--- src/rtl/noc_vc_rx_buffer_pkg.sv ---
// Shared defaults and flit helpers for the VC receive buffer.
package noc_vc_rx_buffer_pkg;

  localparam int unsigned DEFAULT_VC_W = 2;
  localparam int unsigned DEFAULT_A_W  = 4;
  localparam int unsigned DEFAULT_D_W  = 8;

  // Flattened flit is {last, addr, data}.
  function automatic int unsigned flit_w(input int unsigned a_w, input int unsigned d_w);
    return a_w + d_w + 1;
  endfunction

endpackage

--- src/rtl/noc_if.sv ---
// Credit-based NoC link: one-hot VC push strobe, packet, and per-VC credit return.
interface noc_if
  import noc_vc_rx_buffer_pkg::*;
#(
  parameter int unsigned VC_W = DEFAULT_VC_W,
  parameter int unsigned A_W  = DEFAULT_A_W,
  parameter int unsigned D_W  = DEFAULT_D_W
);

  typedef struct packed {
    logic [A_W-1:0] addr;
  } routeinfo_t;

  typedef struct packed {
    logic [D_W-1:0] data;
    logic           last;
  } payload_t;

  typedef struct packed {
    routeinfo_t routeinfo;
    payload_t   payload;
  } packet_t;

  logic [VC_W-1:0] vc_target;
  packet_t         packet;
  logic [VC_W-1:0] vc_credit_gnt;

  modport transmitter (output vc_target, output packet, input vc_credit_gnt);
  modport receiver (input vc_target, input packet, output vc_credit_gnt);

endinterface

--- src/rtl/noc_vc_fifo.sv ---
// First-word-fall-through FIFO for one virtual channel. Push to a full FIFO is ignored;
// full is judged on the count before any same-cycle pop.
module noc_vc_fifo #(
  parameter int unsigned DEPTH = 4,
  parameter int unsigned W     = 13
) (
  input  logic                     clk,
  input  logic                     rst,
  input  logic                     push,
  input  logic                     pop,
  input  logic [W-1:0]             wdata,
  output logic [W-1:0]             rdata,
  output logic                     empty,
  output logic                     full,
  output logic [$clog2(DEPTH):0]   count
);

  localparam int unsigned PW = $clog2(DEPTH);

  logic [W-1:0]  mem [DEPTH];
  logic [PW-1:0] wr_ptr_q, rd_ptr_q;
  logic [PW:0]   count_q;
  logic          do_push, do_pop;

  assign empty   = (count_q == '0);
  assign full    = (count_q == (PW+1)'(DEPTH));
  assign count   = count_q;
  assign rdata   = mem[rd_ptr_q];
  assign do_push = push && !full;
  assign do_pop  = pop && !empty;

  // Storage array; contents need no reset since count gates visibility.
  always_ff @(posedge clk) begin
    if (do_push) mem[wr_ptr_q] <= wdata;
  end

  // Pointer and occupancy update; pointers wrap naturally at DEPTH.
  always_ff @(posedge clk) begin
    if (rst) begin
      wr_ptr_q <= '0;
      rd_ptr_q <= '0;
      count_q  <= '0;
    end else begin
      if (do_push) wr_ptr_q <= wr_ptr_q + PW'(1);
      if (do_pop)  rd_ptr_q <= rd_ptr_q + PW'(1);
      if (do_push && !do_pop)      count_q <= count_q + (PW+1)'(1);
      else if (!do_push && do_pop) count_q <= count_q - (PW+1)'(1);
    end
  end

  a_no_pop_empty: assert property (@(posedge clk) disable iff (rst) !(pop && empty));

endmodule

--- src/rtl/noc_vc_rx_buffer.sv ---
// Receive endpoint of a credit-based link: per-VC FIFOs, packet-locked round-robin merge
// onto one valid/ready stream, and one registered credit pulse per flit drained.
module noc_vc_rx_buffer
  import noc_vc_rx_buffer_pkg::*;
#(
  parameter int unsigned VC_W       = DEFAULT_VC_W,
  parameter int unsigned A_W        = DEFAULT_A_W,
  parameter int unsigned D_W        = DEFAULT_D_W,
  parameter int unsigned FIFO_DEPTH = 4
) (
  input  logic            clk,
  input  logic            rst,
  noc_if.receiver         from_tx,
  output logic            out_valid,
  input  logic            out_ready,
  output logic [VC_W-1:0] out_vc,
  output logic [A_W-1:0]  out_addr,
  output logic [D_W-1:0]  out_data,
  output logic            out_last,
  output logic            overflow_err
);

  localparam int unsigned FLIT_W = flit_w(A_W, D_W);
  localparam int unsigned IDX_W  = (VC_W > 1) ? $clog2(VC_W) : 1;
  localparam int unsigned CNT_W  = $clog2(FIFO_DEPTH) + 1;

  logic [FLIT_W-1:0] wdata;
  logic [FLIT_W-1:0] rdata [VC_W];
  logic [CNT_W-1:0]  count [VC_W];
  logic [VC_W-1:0]   empty, full, pop;

  logic [IDX_W-1:0]  rr_q, lock_vc_q, held_vc_q, sel_idx, rr_next;
  logic              lock_q, held_q, sel_found, hs, overflow_q;
  logic [VC_W-1:0]   grant_q;

  assign wdata = {from_tx.packet.payload.last, from_tx.packet.routeinfo.addr,
                  from_tx.packet.payload.data};

  for (genvar v = 0; v < VC_W; v++) begin : g_fifo
    noc_vc_fifo #(
      .DEPTH (FIFO_DEPTH),
      .W     (FLIT_W)
    ) u_fifo (
      .clk   (clk),
      .rst   (rst),
      .push  (from_tx.vc_target[v]),
      .pop   (pop[v]),
      .wdata (wdata),
      .rdata (rdata[v]),
      .empty (empty[v]),
      .full  (full[v]),
      .count (count[v])
    );

    a_count_bound: assert property (@(posedge clk) disable iff (rst)
      count[v] <= CNT_W'(FIFO_DEPTH));
  end

  // VC selection: locked packet first, then a stalled offer is held, else round robin.
  always_comb begin
    int cand;
    cand      = 0;
    sel_idx   = lock_vc_q;
    sel_found = 1'b0;
    if (lock_q) begin
      sel_idx   = lock_vc_q;
      sel_found = !empty[lock_vc_q];
    end else if (held_q) begin
      // Keeps out_* stable if a higher-priority VC fills while the consumer stalls.
      sel_idx   = held_vc_q;
      sel_found = !empty[held_vc_q];
    end else begin
      for (int i = 0; i < int'(VC_W); i++) begin
        cand = (int'(rr_q) + i) % int'(VC_W);
        if (!sel_found && !empty[cand]) begin
          sel_found = 1'b1;
          sel_idx   = IDX_W'(cand);
        end
      end
    end
  end

  // Output presentation, handshake and pop decode.
  always_comb begin
    out_valid                      = sel_found;
    {out_last, out_addr, out_data} = rdata[sel_idx];
    out_vc                         = VC_W'(1) << sel_idx;
    hs                             = out_valid && out_ready;
    pop                            = hs ? out_vc : '0;
    rr_next                        = (sel_idx == IDX_W'(VC_W - 1)) ? '0 : sel_idx + IDX_W'(1);
  end

  // Arbiter state, credit pulse and sticky overflow flag.
  always_ff @(posedge clk) begin
    if (rst) begin
      rr_q       <= '0;
      lock_q     <= 1'b0;
      lock_vc_q  <= '0;
      held_q     <= 1'b0;
      held_vc_q  <= '0;
      grant_q    <= '0;
      overflow_q <= 1'b0;
    end else begin
      grant_q    <= pop;
      overflow_q <= overflow_q || (|(from_tx.vc_target & full));
      held_q     <= out_valid && !out_ready;
      held_vc_q  <= sel_idx;
      if (hs) begin
        rr_q      <= rr_next;
        lock_q    <= !out_last;
        lock_vc_q <= sel_idx;
      end
    end
  end

  assign from_tx.vc_credit_gnt = grant_q;
  assign overflow_err          = overflow_q;

  a_onehot_push: assert property (@(posedge clk) disable iff (rst)
    $onehot0(from_tx.vc_target));

  a_stable_out: assert property (@(posedge clk) disable iff (rst)
    (out_valid && !out_ready) |=> (out_valid &&
      $stable({out_vc, out_addr, out_data, out_last})));

endmodule

--- src/flat_wrapper.sv ---
// flat-port wrapper written by rule: the top's interface ports become plain ports
module noc_vc_rx_buffer_flat import noc_vc_rx_buffer_pkg::*;
#(
  parameter int unsigned VC_W       = DEFAULT_VC_W,
  parameter int unsigned A_W        = DEFAULT_A_W,
  parameter int unsigned D_W        = DEFAULT_D_W,
  parameter int unsigned FIFO_DEPTH = 4
)
  (clk, rst, out_valid, out_ready, out_vc, out_addr, out_data, out_last, overflow_err, from_tx_vc_target, from_tx_packet, from_tx_vc_credit_gnt);
  noc_if #(.VC_W(VC_W), .A_W(A_W), .D_W(D_W)) from_tx_i ();
  input  logic clk;
  input  logic rst;
  output logic out_valid;
  input  logic out_ready;
  output logic [VC_W-1:0] out_vc;
  output logic [A_W-1:0] out_addr;
  output logic [D_W-1:0] out_data;
  output logic out_last;
  output logic overflow_err;
  input wire logic [$bits(from_tx_i.vc_target)-1:0] from_tx_vc_target;
  input wire logic [$bits(from_tx_i.packet)-1:0] from_tx_packet;
  output wire logic [$bits(from_tx_i.vc_credit_gnt)-1:0] from_tx_vc_credit_gnt;
  assign from_tx_i.vc_target = from_tx_vc_target;
  assign from_tx_i.packet = from_tx_packet;
  assign from_tx_vc_credit_gnt = from_tx_i.vc_credit_gnt;
  noc_vc_rx_buffer #(.VC_W(VC_W), .A_W(A_W), .D_W(D_W), .FIFO_DEPTH(FIFO_DEPTH)) u_core (.clk(clk), .rst(rst), .from_tx(from_tx_i), .out_valid(out_valid), .out_ready(out_ready), .out_vc(out_vc), .out_addr(out_addr), .out_data(out_data), .out_last(out_last), .overflow_err(overflow_err));
endmodule
--- config.mk ---
export PLATFORM = sky130hd
export DESIGN_NAME = noc_vc_rx_buffer_flat
export DESIGN_NICKNAME = d
export VERILOG_FILES = /design/src/rtl/noc_vc_rx_buffer_pkg.sv /design/src/rtl/noc_if.sv /design/src/rtl/noc_vc_fifo.sv /design/src/rtl/noc_vc_rx_buffer.sv /design/src/flat_wrapper.sv
export SDC_FILE = /design/constraint.sdc
export NUM_CORES = 1
export LEC_CHECK = 0
export BUFFER_PORTS_ARGS = -buffer_cell sky130_fd_sc_hd__buf_2
export CAP_MARGIN = 20
export CORE_ASPECT_RATIO = 1.5
export CORE_UTILIZATION = 45
export DETAILED_ROUTE_END_ITERATION = 10
export PLACE_DENSITY_LB_ADDON = 0.2
export SKIP_LAST_GASP = 1
export SYNTH_ARGS = -nofsm -noshare
export SYNTH_HDL_FRONTEND = slang
export SYNTH_SLANG_ARGS = --single-unit
--- constraint.sdc ---
create_clock -name clk -period 4 [get_ports clk]
set_input_delay 0.2 -clock clk [delete_from_list [all_inputs] [get_ports clk]]
set_output_delay 0.2 -clock clk [all_outputs]
set_load 0.005 [all_outputs]
==> metrics.txt, run 1 <==
Syn Area/Cell 18.1 sq um; GRT met1 Usage 0.198; count of final max-slew check failures 0; Hold Crit Class in -> reg; delay-heaviest family, CP simple AND/OR/NAND/NOR gates; post-CTS setup buffer count 0; global-route wire length before repair 15000 microns; CTS Buf Count 17; mux contribution to synthesized area 0.159; router iterations before antenna repair 4; WHS Path Cells 2; compound-cell area share of the yosys netlist 0.0248; crit path max fanout 16; crit-path max cell delay 380 ps; Synth area leaders edfxtp_1 (60%), mux4_2 (11%), dfxtp_1 (9.9%); max_cap viols 0; # rows 47; Post-Place Worst Slack 1170 ps; # setup viols final 0; cells after synthesis 289; GR Layer Usage met2 0.304; setup TNS 0 ps; worst skew pair latency 410 ps; Synth-to-Final Area Change 18.6%; Critical Path RT 4330 ps; most used routing layer met2; layout cells sized above 1 0.305; main combinational cell family by area after synthesis multiplexers; worst hold start out_ready; Detail Placement HPWL 5970 microns; area leader, netlist edfxtp_1; final cell count without fillers 494; fin crit share 0.708; initial antenna violation count 0; TritonCTS clock tree yes; Max VDD drop 0.000486 V; normalized max-slew margin 0.359; initial core utilization 0.469; DR iter-0 viols 157; via count 2631; outcome finished, final reports clean; FFs w/ async S/R, synth 0; Crit-path slowest cell dfxtp_1; Routed Antenna Nets 0; worst-margin pin slew 961 ps; crit path DAT 3160 ps; routability cong. 0.782; worst reg2reg path depth 11; crit path cell chain nor3_2, nor3_1, a221oi_4, inv_4, nand3_2, ha_1, inv_1, fa_1, xor2_1, or3_1, a21oi_1; core area 11200 sq um; Remaining DRCs 0; xor/xnor share of the synthesized area 0.0100; R2R Setup Slk 1170 ps; Final Hold Fails 0; global-route usage over all layers 0.173; Reg clk slew, reported paths 60 ps; die height 134 microns; IO Pins 37; placed insts 461; post-synthesis cell area 5240 sq um; Max Clk Rate 353 MHz; PwrDens 789 nW/um^2; Synth top area share 0.596; Yosys reg bits 130; r2r startpoint u_core.g_fifo[0].u_fifo.count[0]$_SDFFE_PP0P_; Final nets 364; simple-gate share of the synthesized area 0.0604; vias per cell 5.33; Ys Warns 0; LEAKAGE 2.17 nW; CTS HTree Levels 4; RSZ-0062 raised after global routing false; number of synthesized flops with an enable pin 104; Worst Slack Setup Final 1170 ps; final antenna diode count 0; Tmin final 2830 ps; PortBufs 36; clock sinks 130; Die X 90.1 microns; Total Routed Length 9510 microns; crit path capture type register; Setup CP Type reg -> reg; GRT overflow 0; post-synth cell types 45; Post-Synthesis Net Count 319; CTS root buffer clkbuf_16; Primary FF master, synth edfxtp_1; hold endpoint u_core.held_q$_SDFF_PP0_; Worst Skew 7.21 ps; Bufs and invs on worst path 2; Reg-to-Reg End u_core.g_fifo[0].u_fifo.count[2]$_SDFFE_PP0P_; largest net degree at the start of global routing 27; DR WL/cell 19.3 microns; sequential fraction of the synthesis area 0.695; adder-cell area share of the yosys netlist 0.0315; DIE AREA 12100 sq um; post_cts resized 0; worst hold-check slack 48.7 ps; Critical Path Start Type register; GRT met3 Usage 0.0550; vias in the first global route 2794; CTS Buffer Depth 2; CTS Hold Bufs 0
-- how the worst max path moves through the flow --
stage	start	to	depth (start not counted)
floorplan	u_core.g_fifo[1].u_fifo.count[2]$_SDFFE_PP0P_	u_core.g_fifo[0].u_fifo.count[2]$_SDFFE_PP0P_	11
global placement	u_core.g_fifo[1].u_fifo.count[0]$_SDFFE_PP0P_	u_core.g_fifo[0].u_fifo.count[2]$_SDFFE_PP0P_	11
detailed placement	u_core.g_fifo[0].u_fifo.count[0]$_SDFFE_PP0P_	u_core.g_fifo[0].u_fifo.count[2]$_SDFFE_PP0P_	11
CTS	u_core.g_fifo[0].u_fifo.count[0]$_SDFFE_PP0P_	u_core.g_fifo[0].u_fifo.count[2]$_SDFFE_PP0P_	11
global route	u_core.g_fifo[0].u_fifo.count[0]$_SDFFE_PP0P_	u_core.g_fifo[0].u_fifo.count[2]$_SDFFE_PP0P_	11
finish	u_core.g_fifo[0].u_fifo.count[0]$_SDFFE_PP0P_	u_core.g_fifo[0].u_fifo.count[2]$_SDFFE_PP0P_	11
-- worst reg2reg max path, stage by stage, from the launching register on --
cell,delay [ps]
dfxtp_1,380
nor3_2,280
nor3_1,110
a221oi_4,330
inv_4,190
nand3_2,170
ha_1,200
inv_1,60
fa_1,380
xor2_1,190
or3_1,310
a21oi_1,160
-- where the power goes --
part	internal, mW	switching [mW]	total, mW	leakage [nW]
combinational	0.674	0.696	1.37	0.692
clock	1.11	0.574	1.69	0.314
sequential	1.67	0.181	1.85	1.17
total	3.46	1.45	4.91	2.17
-- final cells by class --
type	instances	area [sq um]
Inverter	11	43.8
Tap cell	147	184
Fill cell	912	4950
Sequential cell	130	3640
Multi-Input combinational cell	137	1500
Clock inverter	15	231
Timing Repair Buffer	37	195
Clock buffer	17	425
-- cell usage in the layout (no fill, tap or decap), drive strengths merged, types with 3 or more instances in the layout --
master / instances
a21oi: 5
and2: 8
buf: 37
bufinv: 5
clkbuf: 17
clkinv: 5
dfxtp: 26
edfxtp: 104
ha: 10
inv: 14
mux2: 18
mux2i: 4
mux4: 26
nand2: 4
nand3: 3
nor2: 18
nor3: 4
nor4: 5
o21ai: 3
or3: 3
xor2: 4
-- logic make-up (layout without fill, tap and decap cells) --
kind of cell / after synthesis / in the layout
and+or+nand+nor: 54 / 54
adders and majority gates: 12 / 12
AOI/OAI and AO/OA: 17 / 17
DFF: 130 / 130
muxes: 48 / 48
xor gates and xnor gates: 6 / 6
buffers and inverters: 22 / 80
-- per-layer routing --
layer | routed length (microns) | vias up
met5 | 0 | -
met4 | 122 | 0
met3 | 356 | 12
met2 | 5100 | 48
met1 | 3930 | 1352
li1 | - | 1219
-- synthesized netlist by cell type (all sizes together), types with 2 or more instances --
| master | n |
|---|---|
| or3 | 3 |
| xor2 | 4 |
| o21ai | 3 |
| edfxtp | 104 |
| o31ai | 2 |
| clkbuf | 5 |
| a21boi | 2 |
| a21oi | 5 |
| nor2 | 18 |
| mux2i | 4 |
| mux4 | 26 |
| inv | 11 |
| and2 | 8 |
| ha | 10 |
| nor4b | 2 |
| xnor2 | 2 |
| nor4 | 5 |
| buf | 6 |
| nand3 | 3 |
| nor3 | 4 |
| mux2 | 18 |
| nor2b | 2 |
| nand2 | 4 |
| dfxtp | 26 |
| fa | 2 |
-- stage by stage --
stage / power, mW / utilization / area (sq um)
after floorplan: 2.84 / - / 5240
after global routing: 5.17 / 0.557 / 6220
after CTS: 4.97 / 0.555 / 6200
after detailed placement: 3.26 / 0.497 / 5550
final: 4.91 / 0.557 / 6220
after global placement: 3.23 / 0.497 / 5550
-- flip-flops by register name, indices dropped and copies added (netlist names), named ones only --
register	flops
u_core.g_fifo.u_fifo.wr_ptr_q	4
u_core.g_fifo.u_fifo.mem	104
u_core.g_fifo.u_fifo.count	6
u_core.held_q	1
u_core.g_fifo.u_fifo.rd_ptr_q	4
u_core.held_vc_q	1
u_core.lock_vc_q	1
u_core.rr_q	1
u_core.overflow_err	1
u_core.lock_q	1
u_core.from_tx.vc_credit_gnt	2
Power figures use the tool's default switching activity.
==> inputs of run 2 (changes only) <==
ABC_AREA = 1   (was unset)
clock period = 2.96 ns   (was 4 ns; I/O delays follow)
==> run 2 against run 1 <==
Power rose by 38%. Clock skew fell by 1.4 ps. Sequential share of layout area fell by 1.5 points. Area after synthesis rose by 2.8%. Critical endpoint is now out_last. Largest cell class unchanged.
==> metrics.txt, run 2 <==
main combinational cell family by area after synthesis simple AND/OR/NAND/NOR gates; Remaining DRCs 0 (unchanged); CTS HTree Levels 4 (unchanged); GRT overflow 0 (unchanged); Finished Cell Area 6380 sq um (+2.6%); most frequent CP cell o21ai_0; max_cap viols 0 (unchanged); Crit-path slowest cell dfxtp_1; IO Pins 37 (unchanged); compound-cell area share of the yosys netlist 0.102 (+0.0775); Routed Antenna Nets 0 (unchanged); initial core utilization 0.465 (-0.00418); global-route wire length before repair 17600 microns (+18%); cells after synthesis 456 (+58%); RSZ-0062 raised after global routing false; post-synthesis cell area 5390 sq um (+2.8%); DR WL/cell 16.6 microns (-14%); Register Area 3640 sq um (unchanged); Reg clk slew, reported paths 50 ps (about the same); crit path DAT 2310 ps (-850 ps); Detail Placement HPWL 7000 microns (+17%); area of the multi-input gates 1460 sq um (-2.5%); final antenna diode count 0 (unchanged); Post-DP Area 5720 sq um (+3.1%); worst-margin pin slew 578 ps (-383 ps); fillers 961 (+5.4%); Synth area leaders edfxtp_1 (58%), dfxtp_1 (9.7%), nor2_1 (7.0%); Final nets 537 (+48%); Ys Warns 0 (unchanged); Core Util, Final 0.550 (-0.00625); outcome finished, final reports clean; router iterations before antenna repair 4 (unchanged); area leader, netlist edfxtp_1; commonest non-fill, non-tap cell in the layout edfxtp_1; CTS Buffer Depth 2 (unchanged); clock sinks 130 (unchanged); FFs w/ async S/R, synth 0 (unchanged); Max Clk Rate 406 MHz; Die X 91.4 microns (+1.4%); # setup viols final 0 (unchanged); Syn Area/Cell 11.8 sq um (-35%); CTS root buffer clkbuf_16; vias per cell 5.11 (-4.0%); Largest regs u_core.g_fifo.u_fifo.mem (104), u_core.g_fifo.u_fifo.count (6); post-synth cell types 33 (-27%); Max VDD drop 0.000643 V (+32%); crit path max fanout 14 (-2); post_cts resized 0 (unchanged); synth cell count leaders edfxtp_1 (104), nor2_1 (100), o21ai_0 (51), inv_1 (38), dfxtp_1 (26); core area 11600 sq um (+3.7%); routability cong. 0.794 (+1.4%); DR iter-0 viols 277 (+76%); simple-gate share of the synthesized area 0.110 (+0.0501); vias in the first global route 3439 (+23%); sequential fraction of the synthesis area 0.676 (-0.0190); Total Routed Length 11100 microns (+17%); count of final max-slew check failures 0 (unchanged); global-route usage over all layers 0.195 (+0.0214); most frequent cell after synthesis edfxtp_1; Final Hold Fails 0 (unchanged); Hold Crit Class in -> reg; Critical Path RT 2810 ps (-1520 ps); fin crit share 0.831; Worst Skew 5.81 ps (-1.40 ps); Most flops, register u_core.g_fifo.u_fifo.mem; TritonCTS clock tree yes; mux contribution to synthesized area 0.0223 (-0.136); Synth-to-Final Area Change 18.3%; crit-path max cell delay 660 ps (+280 ps); largest net degree at the start of global routing 27 (unchanged); worst skew pair latency 400 ps (about the same); die height 136 microns (+1.4%); CTS Buf Count 17 (unchanged); PwrDens 1060 nW/um^2 (+34%); Tmin final 2460 ps; Largest register FFs 104 (unchanged); # rows 48 (+2.1%); normalized max-slew margin 0.614 (+0.255); DIE AREA 12400 sq um (+2.8%); LEAKAGE 2.43 nW (+12%); layout cells sized above 1 0.181 (-0.125); setup TNS 0 ps (unchanged); Setup CP Type reg -> out; Post-Synthesis Net Count 486 (+52%); most frequent cells in the layout edfxtp_1 (104), nor2_1 (100), o21ai_0 (51), inv_1 (38), buf_2 (36); Critical Path Start Type register; PortBufs 36 (unchanged); number of synthesized flops with an enable pin 104 (unchanged); xor/xnor share of the synthesized area 0.00487 (-0.00515); crit path capture type output pin; Primary FF master, synth edfxtp_1; via count 3424 (+30%); adder-cell area share of the yosys netlist 0.0306 (-0.000863); initial antenna violation count 0 (unchanged); Yosys reg bits 130 (unchanged); Synth top area share 0.579 (-0.0163); crit path cell chain inv_1, o21ai_0, o21ai_0, nand3b_1, and2_1, buf_2
==> run 2: changes by cell type after synthesis, sizes merged, moves of 10 or more <==
| cell | change |
|---|---|
| nand2 | +23 |
| a31oi | +11 |
| o21ai | +51 |
| mux4 | -26 |
| mux2 | -18 |
| nor2 | +84 |
| inv | +30 |
| o22ai | +13 |
| a21oi | +10 |
==> run 2: power breakdown <==
group / internal [mW] / switching, mW
Combinational: 0.784 / 1.33
Clock: 1.50 / 0.700
Sequential: 2.26 / 0.191
==> run 2: timing repair <==
action	in CTS	in global routing
buffers inserted	0	0
hold endpoints to repair	17	0
hold buffers	3	0
==> run 2: metrics by stage <==
stage	power, mW	std cells	hold WS [ps]	worst slack [ps]
after CTS	6.85	670	1.65	413
after floorplan	4.02	456	226	893
after global placement	4.58	635	350	727
after global routing	7.19	670	2.54	192
final	6.76	670	13.1	499
after detailed placement	4.63	635	364	639
==> run 2: cells by family after synthesis <==
| kind of cell | Yosys count |
|---|---|
| flip-flops | 130 |
| AO/OA/AOI/OAI | 97 |
| adder cells (fa/ha/maj) | 12 |
| multiplexers | 12 |
| buffers and inverters | 61 |
| AND/OR/NAND/NOR | 141 |
| XOR/XNOR | 3 |
==> run 2: final timing paths <==
kind / start / to / slack, ps / depth (start not counted)
worst max-delay path: register / out_last / 500 / 6
worst min-delay path: from_tx_packet[11] / u_core.g_fifo[1].u_fifo.mem[2][10]$_DFFE_PP_ / 10 / 1
worst max register to register: u_core.g_fifo[0].u_fifo.count[0]$_SDFFE_PP0P_ / u_core.g_fifo[0].u_fifo.count[2]$_SDFFE_PP0P_ / 640 / 16
worst min register to register: u_core.overflow_err$_SDFF_PP0_ / u_core.overflow_err$_SDFF_PP0_ / 490 / 2
==> run 2: critical path, delay by kind of cell, from the launching register on <==
family | cells | cell delay, ps
DFF | 1 | 660
buffers and inverters | 2 | 510
and+or+nand+nor | 2 | 370
AOI/OAI and AO/OA | 2 | 370
==> run 2: per-layer routing <==
layer / vias up / routed length (microns) / GRT usage
li1: 1688 / - / -
met1: 1660 / 4740 / 0.227
met2: 71 / 5910 / 0.346
met3: 5 / 368 / 0.0570
met4: 0 / 80 / 0.0608
met5: - / 0 / 0
==> run 2: final cells by class <==
cell class                 count  share of cell area
inverter                      41              0.0241
clock inverter                 6              0.0202
sequential                   130               0.571
timing repair buffer          52              0.0482
clock buffer                  26              0.0783
tap                          150              0.0294
multi-input combinational    265               0.229
==> inputs of run 3 (changes only) <==
clock period = 2.6 ns   (was 2.96 ns; I/O delays follow)
==> run 3 against run 2 <==
Critical endpoint is now u_core.g_fifo[1].u_fifo.count[2]$_SDFFE_PP0P_. Die area did not move. Clock skew rose by 0.88 ps. Routed wire length rose by 2.1%. Hold slack got worse by 3.8 ps. Combinational power rose by 19%. Worst setup slack got worse by 230 ps. Power rose by 15%. Cell area rose by 1.4%. Final cell count rose by 1.2%. Global-route usage rose by 0.41 points.
==> metrics.txt, run 3 (synthesis results as in run 2) <==
outcome finished, final reports clean; die height 136 microns (unchanged); core area 11600 sq um (unchanged); final cell count without fillers 678 (+1.2%); DR iter-0 viols 239 (-14%); Die X 91.4 microns (unchanged); Most flops, register u_core.g_fifo.u_fifo.mem; final antenna diode count 0 (unchanged); DIE AREA 12400 sq um (unchanged); Largest regs u_core.g_fifo.u_fifo.mem (104), u_core.g_fifo.u_fifo.count (6); Reg clk slew, reported paths 50 ps (about the same); Setup CP Type reg -> reg; overall power 7.79 mW (+15%); global-route usage over all layers 0.199 (+0.00408); Remaining DRCs 0 (unchanged); most frequent cells in the layout edfxtp_1 (104), nor2_1 (100), o21ai_0 (51), inv_1 (38), buf_2 (36); Routed Antenna Nets 0 (unchanged); crit path capture type register; crit path max fanout 6 (-8); Worst Slack Setup Final 266 ps (-233 ps); Total Routed Length 11300 microns (+2.1%); Synth-to-Final Area Change 20.0%; Post-Place Worst Slack 255 ps (-384 ps); commonest non-fill, non-tap cell in the layout edfxtp_1; via count 3509 (+2.5%); initial core utilization 0.465 (unchanged); Final nets 545 (+1.5%); TritonCTS clock tree yes; CTS Buffer Depth 2 (unchanged); Critical Path Start Type register; post_cts resized 0 (unchanged); Critical Path RT 2890 ps (+80 ps); PortBufs 36 (unchanged); Largest register FFs 104 (unchanged); # setup viols final 0 (unchanged); routability cong. 0.781 (-1.6%); GRT overflow 0 (unchanged); PwrDens 1200 nW/um^2 (+14%); IO Pins 37 (unchanged); Max Clk Rate 428 MHz; fin crit share 0.898; # rows 48 (unchanged); initial antenna violation count 0 (unchanged); setup TNS 0 ps (unchanged); global-route wire length before repair 18100 microns (+2.7%); Hold Crit Class in -> reg; Worst Skew 6.70 ps (+0.885 ps); max_cap viols 0 (unchanged); layout cells sized above 1 0.186 (+0.00484); crit path DAT 2620 ps (+310 ps); Max VDD drop 0.000715 V (+11%); DR WL/cell 16.7 microns (+0.87%); CTS Buf Count 17 (unchanged); vias in the first global route 3555 (+3.4%); LEAKAGE 2.46 nW (+1.1%); worst skew pair latency 410 ps (about the same); Detail Placement HPWL 7030 microns (+0.56%); router iterations before antenna repair 5 (+1); worst-margin pin slew 570 ps (-7.64 ps); clock sinks 130 (unchanged); CTS root buffer clkbuf_16; vias per cell 5.18 (+1.3%); count of final max-slew check failures 0 (unchanged); largest net degree at the start of global routing 27 (unchanged); CTS HTree Levels 4 (unchanged); Final Hold Fails 0 (unchanged); Core Util, Final 0.558 (+0.00766); Tmin final 2330 ps; normalized max-slew margin 0.619 (+0.00520); RSZ-0062 raised after global routing false; placed insts 636 (+0.16%)
## run 3: path summary, 6_finish.rpt
| check | start | cells after the start | slack [ps] | to |
|---|---|---|---|---|
| hold reg to reg | u_core.overflow_err$_SDFF_PP0_ | 2 | 470 | u_core.overflow_err$_SDFF_PP0_ |
| setup reg to reg | u_core.lock_vc_q$_SDFFE_PP0N_ | 15 | 270 | u_core.g_fifo[1].u_fifo.count[2]$_SDFFE_PP0P_ |
| hold / removal | from_tx_packet[7] | 1 | 9 | u_core.g_fifo[1].u_fifo.mem[0][6]$_DFFE_PP_ |
| setup / recovery | u_core.lock_vc_q$_SDFFE_PP0N_ | 15 | 270 | u_core.g_fifo[1].u_fifo.count[2]$_SDFFE_PP0P_ |
## run 3: layout make-up
| type | instances | area [sq um] |
|---|---|---|
| fill | 975 | 5120 |
| sequential | 130 | 3640 |
| multi-input combinational | 265 | 1460 |
| clock buffer | 17 | 425 |
| timing repair buffer | 60 | 385 |
| clock inverter | 15 | 214 |
| tap | 150 | 188 |
| inverter | 41 | 154 |
## run 3: power by group
| group | internal, mW | total, mW | switching (mW) |
|---|---|---|---|
| sequential | 2.57 | 2.73 | 0.159 |
| clock | 1.69 | 2.53 | 0.844 |
| combinational | 0.922 | 2.52 | 1.60 |
## run 3: metrics by stage
stage / instance area (sq um) / hold WS [ps]
6_report: 6470 / 9.35
5_1_grt: 6470 / 2.06
4_1_cts: 6470 / 0.135
3_5_place_dp: 5730 / 343
3_3_place_gp: 5730 / 345
2_1_floorplan: 5390 / 208
## run 3: worst max-delay path, stage by stage, from the launching register on
cell,delay (ps)
dfxtp_1,410
nand2_2,110
inv_1,90
nand3_1,60
nand2_1,70
inv_1,60
nand3_2,110
inv_2,90
nand2_4,100
ha_1,140
inv_1,70
fa_1,400
a21oi_1,140
o21ai_0,120
o21ai_0,170
a21oi_1,60
## run 3: timing repair
item | 4_1_cts | 5_1_grt
hold buffers | 10 | 0
endpoints found under the hold margin | 69 | 0
setup buffers | 0 | 0
## run 3: layer usage
layer / GRT usage / part of all wire / wire length, microns / vias to the layer above
li1: - / - / - / 1705
met4: 0.0811 / 0.019 / 210 / 0
met2: 0.358 / 0.52 / 5950 / 98
met1: 0.221 / 0.41 / 4630 / 1689
met3: 0.0548 / 0.047 / 536 / 17
met5: 0 / 0 / 0 / -
